`config.mk`:
```
export PLATFORM = sky130hd
export DESIGN_NAME = vga_txt_writer
export DESIGN_NICKNAME = d
export VERILOG_FILES = /design/src/rtl/vga_txt_pkg.sv /design/src/rtl/vga_txt_cursor.sv /design/src/rtl/vga_txt_writer.sv
export SDC_FILE = /design/constraint.sdc
export NUM_CORES = 1
export LEC_CHECK = 0
export CORE_UTILIZATION = 59
export CTS_BUF_LIST = sky130_fd_sc_hd__clkbuf_16
export DETAILED_ROUTE_END_ITERATION = 7
export DONT_BUFFER_PORTS = 1
export HOLD_SLACK_MARGIN = 0.08
export PLACE_DENSITY_LB_ADDON = 0.2
export SLEW_MARGIN = 20
export SYNTH_ARGS = -nofsm -noshare
export SYNTH_HDL_FRONTEND = slang
export SYNTH_SLANG_ARGS = --single-unit
```
`constraint.sdc`:
```
create_clock -name i_clk -period 2.3 [get_ports i_clk]
set_clock_uncertainty 0.05 [all_clocks]
set_input_delay 0.46 -clock i_clk [delete_from_list [all_inputs] [get_ports i_clk]]
set_output_delay 0.46 -clock i_clk [all_outputs]
set_load 0.03 [all_outputs]
```
`src/rtl/vga_txt_pkg.sv`:
```
// Shared definitions for the 80x30 text buffer: control codes, default
// geometry (also used by the read-side timing block) and writer states.
package vga_txt_pkg;

  localparam int unsigned DEF_COLS   = 80;
  localparam int unsigned DEF_ROWS   = 30;
  localparam int unsigned DEF_ADDR_W = 12;
  localparam int unsigned COL_W      = 7;
  localparam int unsigned ROW_W      = 5;

  localparam logic [7:0] CH_BS    = 8'h08;
  localparam logic [7:0] CH_LF    = 8'h0A;
  localparam logic [7:0] CH_FF    = 8'h0C;
  localparam logic [7:0] CH_CR    = 8'h0D;
  localparam logic [7:0] CH_SPACE = 8'h20;

  typedef enum logic [1:0] {
    ST_IDLE     = 2'd0,
    ST_CLR_LINE = 2'd1,
    ST_CLR_ALL  = 2'd2
  } wr_state_e;

  // Every handled control code sits below 0x20, so this alone decides
  // whether a byte lands in the buffer.
  function automatic logic is_printable(input logic [7:0] c);
    return c >= CH_SPACE;
  endfunction

endpackage

```
`src/rtl/vga_txt_cursor.sv`:
```
// Cursor column/row plus the linear base address of the current row.
// The base steps by COLS on each newline so no multiplier is needed.
module vga_txt_cursor
  import vga_txt_pkg::*;
#(
  parameter int unsigned COLS   = DEF_COLS,
  parameter int unsigned ROWS   = DEF_ROWS,
  parameter int unsigned ADDR_W = DEF_ADDR_W
) (
  input  logic              clk,
  input  logic              rst_n,
  input  logic              inc,
  input  logic              cr,
  input  logic              bs,
  input  logic              nl,
  input  logic              home,
  output logic [COL_W-1:0]  col,
  output logic [ROW_W-1:0]  row,
  output logic [ADDR_W-1:0] row_base,
  output logic [ADDR_W-1:0] nl_base,
  output logic              eol
);

  logic [COL_W-1:0]  col_d;
  logic [ROW_W-1:0]  row_d;
  logic [ADDR_W-1:0] row_base_d;
  logic              last_row;

  assign eol      = (col == COL_W'(COLS - 1));
  assign last_row = (row == ROW_W'(ROWS - 1));
  // Base of the row a newline would move to; the top uses it to aim a clear.
  assign nl_base  = last_row ? '0 : row_base + ADDR_W'(COLS);

  // Next cursor position; home beats newline beats advance beats CR/BS.
  always_comb begin
    col_d      = col;
    row_d      = row;
    row_base_d = row_base;
    if (home) begin
      col_d      = '0;
      row_d      = '0;
      row_base_d = '0;
    end else if (nl || (inc && eol)) begin
      col_d      = '0;
      row_d      = last_row ? '0 : row + ROW_W'(1);
      row_base_d = nl_base;
    end else if (inc) begin
      col_d = col + COL_W'(1);
    end else if (cr) begin
      col_d = '0;
    end else if (bs) begin
      if (col != '0) col_d = col - COL_W'(1);
    end
  end

  // Cursor registers.
  always_ff @(posedge clk or negedge rst_n) begin
    if (!rst_n) begin
      col      <= '0;
      row      <= '0;
      row_base <= '0;
    end else begin
      col      <= col_d;
      row      <= row_d;
      row_base <= row_base_d;
    end
  end

endmodule

```
`src/rtl/vga_txt_writer.sv`:
```
// Write-side controller for the text buffer: turns a byte stream into cell
// writes, tracks the cursor and runs line / full-screen clear sequences.
// Handshake: a byte is taken on a rising edge where i_char_valid and
// o_char_ready are both high; while o_char_ready is low the source holds
// i_char/i_char_valid, so nothing is dropped here.
module vga_txt_writer
  import vga_txt_pkg::*;
#(
  parameter int unsigned COLS             = DEF_COLS,
  parameter int unsigned ROWS             = DEF_ROWS,
  parameter int unsigned ADDR_W           = DEF_ADDR_W,
  parameter logic [7:0]  FILL_CHAR        = 8'h20,
  parameter bit          CLEAR_ON_NEWLINE = 1'b1
) (
  input  logic              i_clk,
  input  logic              i_rst_n,
  input  logic [7:0]        i_char,
  input  logic              i_char_valid,
  output logic              o_char_ready,
  output logic [7:0]        o_d_we,
  output logic [ADDR_W-1:0] o_addr_we,
  output logic              o_we_en_h,
  output logic [6:0]        o_cur_x,
  output logic [4:0]        o_cur_y,
  output logic              o_busy
);

  localparam logic [ADDR_W-1:0] LAST_COL  = ADDR_W'(COLS - 1);
  localparam logic [ADDR_W-1:0] LAST_CELL = ADDR_W'(COLS * ROWS - 1);

  wr_state_e         state_q, state_d;
  logic [ADDR_W-1:0] cnt_q, cnt_d;
  logic              we_d, ready_d, busy_d;
  logic [7:0]        data_d;
  logic [ADDR_W-1:0] addr_d;
  logic              cur_inc, cur_cr, cur_bs, cur_nl, cur_home;
  logic [COL_W-1:0]  col;
  logic [ROW_W-1:0]  row;
  logic [ADDR_W-1:0] row_base, nl_base, cur_addr;
  logic              eol, accept;

  vga_txt_cursor #(.COLS(COLS), .ROWS(ROWS), .ADDR_W(ADDR_W)) u_cursor (
    .clk      (i_clk),
    .rst_n    (i_rst_n),
    .inc      (cur_inc),
    .cr       (cur_cr),
    .bs       (cur_bs),
    .nl       (cur_nl),
    .home     (cur_home),
    .col      (col),
    .row      (row),
    .row_base (row_base),
    .nl_base  (nl_base),
    .eol      (eol)
  );

  assign accept   = i_char_valid && o_char_ready;
  assign cur_addr = row_base + ADDR_W'(col);
  assign o_cur_x  = col;
  assign o_cur_y  = row;

  // Decode accepted bytes and step clear sequences. A clear's last write
  // returns to IDLE with ready still low, so ready/busy flip one cycle later.
  always_comb begin
    state_d  = state_q;
    cnt_d    = cnt_q;
    we_d     = 1'b0;
    data_d   = o_d_we;
    addr_d   = o_addr_we;
    ready_d  = 1'b1;
    busy_d   = 1'b0;
    cur_inc  = 1'b0;
    cur_cr   = 1'b0;
    cur_bs   = 1'b0;
    cur_nl   = 1'b0;
    cur_home = 1'b0;
    case (state_q)
      ST_IDLE: begin
        if (accept) begin
          case (i_char)
            CH_BS: cur_bs = 1'b1;
            CH_CR: cur_cr = 1'b1;
            CH_LF: begin
              cur_nl = 1'b1;
              if (CLEAR_ON_NEWLINE) begin
                // First fill goes out with the newline itself.
                we_d    = 1'b1;
                data_d  = FILL_CHAR;
                addr_d  = nl_base;
                cnt_d   = ADDR_W'(1);
                state_d = ST_CLR_LINE;
                ready_d = 1'b0;
                busy_d  = 1'b1;
              end
            end
            CH_FF: begin
              we_d    = 1'b1;
              data_d  = FILL_CHAR;
              addr_d  = '0;
              cnt_d   = ADDR_W'(1);
              state_d = ST_CLR_ALL;
              ready_d = 1'b0;
              busy_d  = 1'b1;
            end
            default: begin
              if (is_printable(i_char)) begin
                we_d    = 1'b1;
                data_d  = i_char;
                addr_d  = cur_addr;
                cur_inc = 1'b1;
                if (eol && CLEAR_ON_NEWLINE) begin
                  // The character occupies this cycle; the fill starts next.
                  cnt_d   = '0;
                  state_d = ST_CLR_LINE;
                  ready_d = 1'b0;
                  busy_d  = 1'b1;
                end
              end
            end
          endcase
        end
      end
      ST_CLR_LINE: begin
        we_d    = 1'b1;
        data_d  = FILL_CHAR;
        addr_d  = row_base + cnt_q;
        ready_d = 1'b0;
        busy_d  = 1'b1;
        if (cnt_q == LAST_COL) begin
          cnt_d   = '0;
          state_d = ST_IDLE;
        end else begin
          cnt_d = cnt_q + ADDR_W'(1);
        end
      end
      ST_CLR_ALL: begin
        we_d    = 1'b1;
        data_d  = FILL_CHAR;
        addr_d  = cnt_q;
        ready_d = 1'b0;
        busy_d  = 1'b1;
        if (cnt_q == LAST_CELL) begin
          cnt_d    = '0;
          cur_home = 1'b1;
          state_d  = ST_IDLE;
        end else begin
          cnt_d = cnt_q + ADDR_W'(1);
        end
      end
      default: state_d = ST_IDLE;
    endcase
  end

  // State, clear counter and registered write-port / handshake outputs.
  always_ff @(posedge i_clk or negedge i_rst_n) begin
    if (!i_rst_n) begin
      state_q      <= ST_IDLE;
      cnt_q        <= '0;
      o_we_en_h    <= 1'b0;
      o_d_we       <= '0;
      o_addr_we    <= '0;
      o_char_ready <= 1'b1;
      o_busy       <= 1'b0;
    end else begin
      state_q      <= state_d;
      cnt_q        <= cnt_d;
      o_we_en_h    <= we_d;
      o_d_we       <= data_d;
      o_addr_we    <= addr_d;
      o_char_ready <= ready_d;
      o_busy       <= busy_d;
    end
  end

endmodule

```
==> metrics <==
status finished clean; Synth cell types 68; Top Ports 46; final cell count without fillers 744; Clk Latency, worst-skew pair 0.33 ns; fin. max-slew vios 0; Leak 2.65 nW; Post-DP Area 5270 um^2; crit end category flip-flop; Synth Warn # 0; vias per std cell 6.44; Initial Util 0.609; HPWL Detailed 10700 um; R2R setup slack 0.02 ns; H-tree levels 3; drt first pass iters 5; final instance area 5880 um^2; die extent in y 91.1 um; critical path startpoint category flip-flop; final hold vios 0; hold crit path type in2reg; CTS clock-pin slew for the worst setup and hold paths 0.06 ns; crit path max fanout 4; largest net degree at the start of global routing 62; worst path required time 2.50 ns; RSZ-0062 raised after global routing yes; die area 8300 um^2; Pwr Total 2.67 mW; Reg2Reg Depth 8; most frequent cells in the layout 78 x buf_4, 76 x nand2_1, 57 x dfrtp_1; cell accounting for the most synthesized area dfrtp_1; DRT Wirelength 14500 um; Slew HR 0.593; syn nets 611; most common cell after layout, fill and taps aside buf_4; first-pass GRT wire length 23100 um; Syn Inst Count 570; GR Util All Layers 0.356; DRT iter0 DRCs 305; root buf cell clkbuf_16; fmax 438 MHz; antenna violations before repair 0; Layout Nets 678; Hold Crit Depth 2; flops & latches, synth 61; WL per Instance 19.5 um; critical path data arrival time 2.49 ns; RD Place Congestion 1.00; multi-input logic area 3150 um^2; CTS Buf Count 9; placed cells 721; Routed Antenna Nets 0; Final Cycle Share 0.993; vias in the first global route 4721; Yosys top cell area share 0.321; power density cells 454 nW/um^2; cell row count 32; core area 7690 um^2; chip width 91.1 um; Port Buffers 0; Worst IR Drop VDD 363 uV; Max Cap Viol 0; Period minus WS final 2.28 ns; Residual DRC 0; Syn Area/Cell 8.22 um^2; layout cells sized above 1 0.229; top cells by area, synth dfrtp_1 32%, ha_1 7.5%, nand2_1 6.3%; Seq/Total Area, Yosys 0.326; Slew @ Worst Pin 0.611 ns; Post-synth EDFFs 0; storage element area 1530 um^2; # diodes 0; GRT overflow 0; CTS tree built; clk buf depth 2; vias 4794; mapped cell area 4680 um^2; P&R area growth vs syn 25.6%; total clock sinks 61; Main synth FF type dfrtp_1; CP Class reg2reg; Finish-stage setup viols 0; Layout fillers 531; Async S/R FF share, synth 1.00
[cells in the mapped netlist, types with 5 or more instances]
cell / number
a211oi_1: 7
a21o_1: 9
a21oi_1: 38
a221oi_1: 5
a31oi_1: 9
and2_1: 7
and3_1: 9
buf_2: 5
clkbuf_1: 19
dfrtp_1: 60
ha_1: 28
inv_1: 20
mux2i_1: 6
nand2_1: 78
nand2b_1: 12
nand3_1: 25
nand4_1: 8
nor2_1: 44
nor2b_1: 10
nor3_1: 8
o211ai_1: 6
o21ai_0: 32
o22ai_1: 8
o31ai_1: 10
or3_1: 15
xnor2_1: 10
xor2_1: 7
[cell type report]
class,instances,area share
clock buffers,9,0.0383
clock inverters,7,0.0194
inverters,20,0.0128
multi-input cells,463,0.536
flip-flops and latches,61,0.260
well taps,102,0.0217
repair buffers,82,0.111
[flip-flops by register name (all words and copies together) (netlist names)]
signal / flops
cnt_q: 12
o_addr_we: 12
u_cursor.row_base: 12
o_d_we: 8
u_cursor.col: 7
u_cursor.row: 5
state_q: 2
o_busy: 1
o_char_ready: 1
o_we_en_h: 1
[power breakdown]
group	total, mW	switching (mW)	internal (mW)
sequential	1.07	0	1.07
combinational	0.0507	0.0337	0.0169
clock	1.55	0.495	1.05
[path summary, 6_finish.rpt]
path / endpoint / startpoint
min in group asynchronous: u_cursor.col[6] / i_rst_n
worst min register to register: u_cursor.row_base[0] / u_cursor.row_base[0]
worst max-delay path: u_cursor.row[2] / u_cursor.col[0]
worst min-delay path: o_d_we[6] / i_char[6]
max in group asynchronous: o_char_ready / i_rst_n
worst max register to register: u_cursor.row[2] / u_cursor.col[0]
[stage by stage]
step / hold slack (ns) / setup TNS, ns / util / setup slack (ns)
finish: 0.222 / 0 / 0.765 / 0.0159
global route: 0.230 / -0.504 / 0.765 / -0.0908
CTS: 0.221 / 0 / 0.744 / 0.00890
detailed placement: 0.116 / -0.117 / 0.686 / -0.0482
global placement: 0.116 / 0 / 0.686 / 0.00943
floorplan: 0.114 / 0 / - / 0.00569
[worst max-delay path: stages, from the launching register on]
cell	delay (ns)
dfrtp_2	0.42
buf_12	0.12
ha_4	0.13
nand4_1	0.14
or4_4	0.53
a21oi_4	0.24
nand2_2	0.12
or3_4	0.33
a31oi_1	0.13
[cells by family (layout without fill, tap and decap cells)]
family,after synthesis,after routing,synth area share
flops,61,61,0.326
simple gates,239,239,0.253
xor+xnor,17,17,0.0318
buf+inv,46,118,0.0398
mux,9,9,0.0200
compound gates,168,168,0.246
fa+ha+maj,30,30,0.0833
[routing by layer]
metal	vias up	wire [um]	GRT usage
met5	-	0	0
li1	2232	-	-
met2	227	7050	0.601
met3	57	1050	0.0821
met4	0	558	0.164
met1	2278	5840	0.430
[what timing repair did]
action                                 4_1_cts  5_1_grt
hold buffers                                 2        0
endpoints found under the hold margin       61        0
pin swaps                                    3       10
gates resized for setup                     10       31
buffers inserted                             3        2
setup endpoints to repair                    5       28
Power figures use the tool's default switching activity.
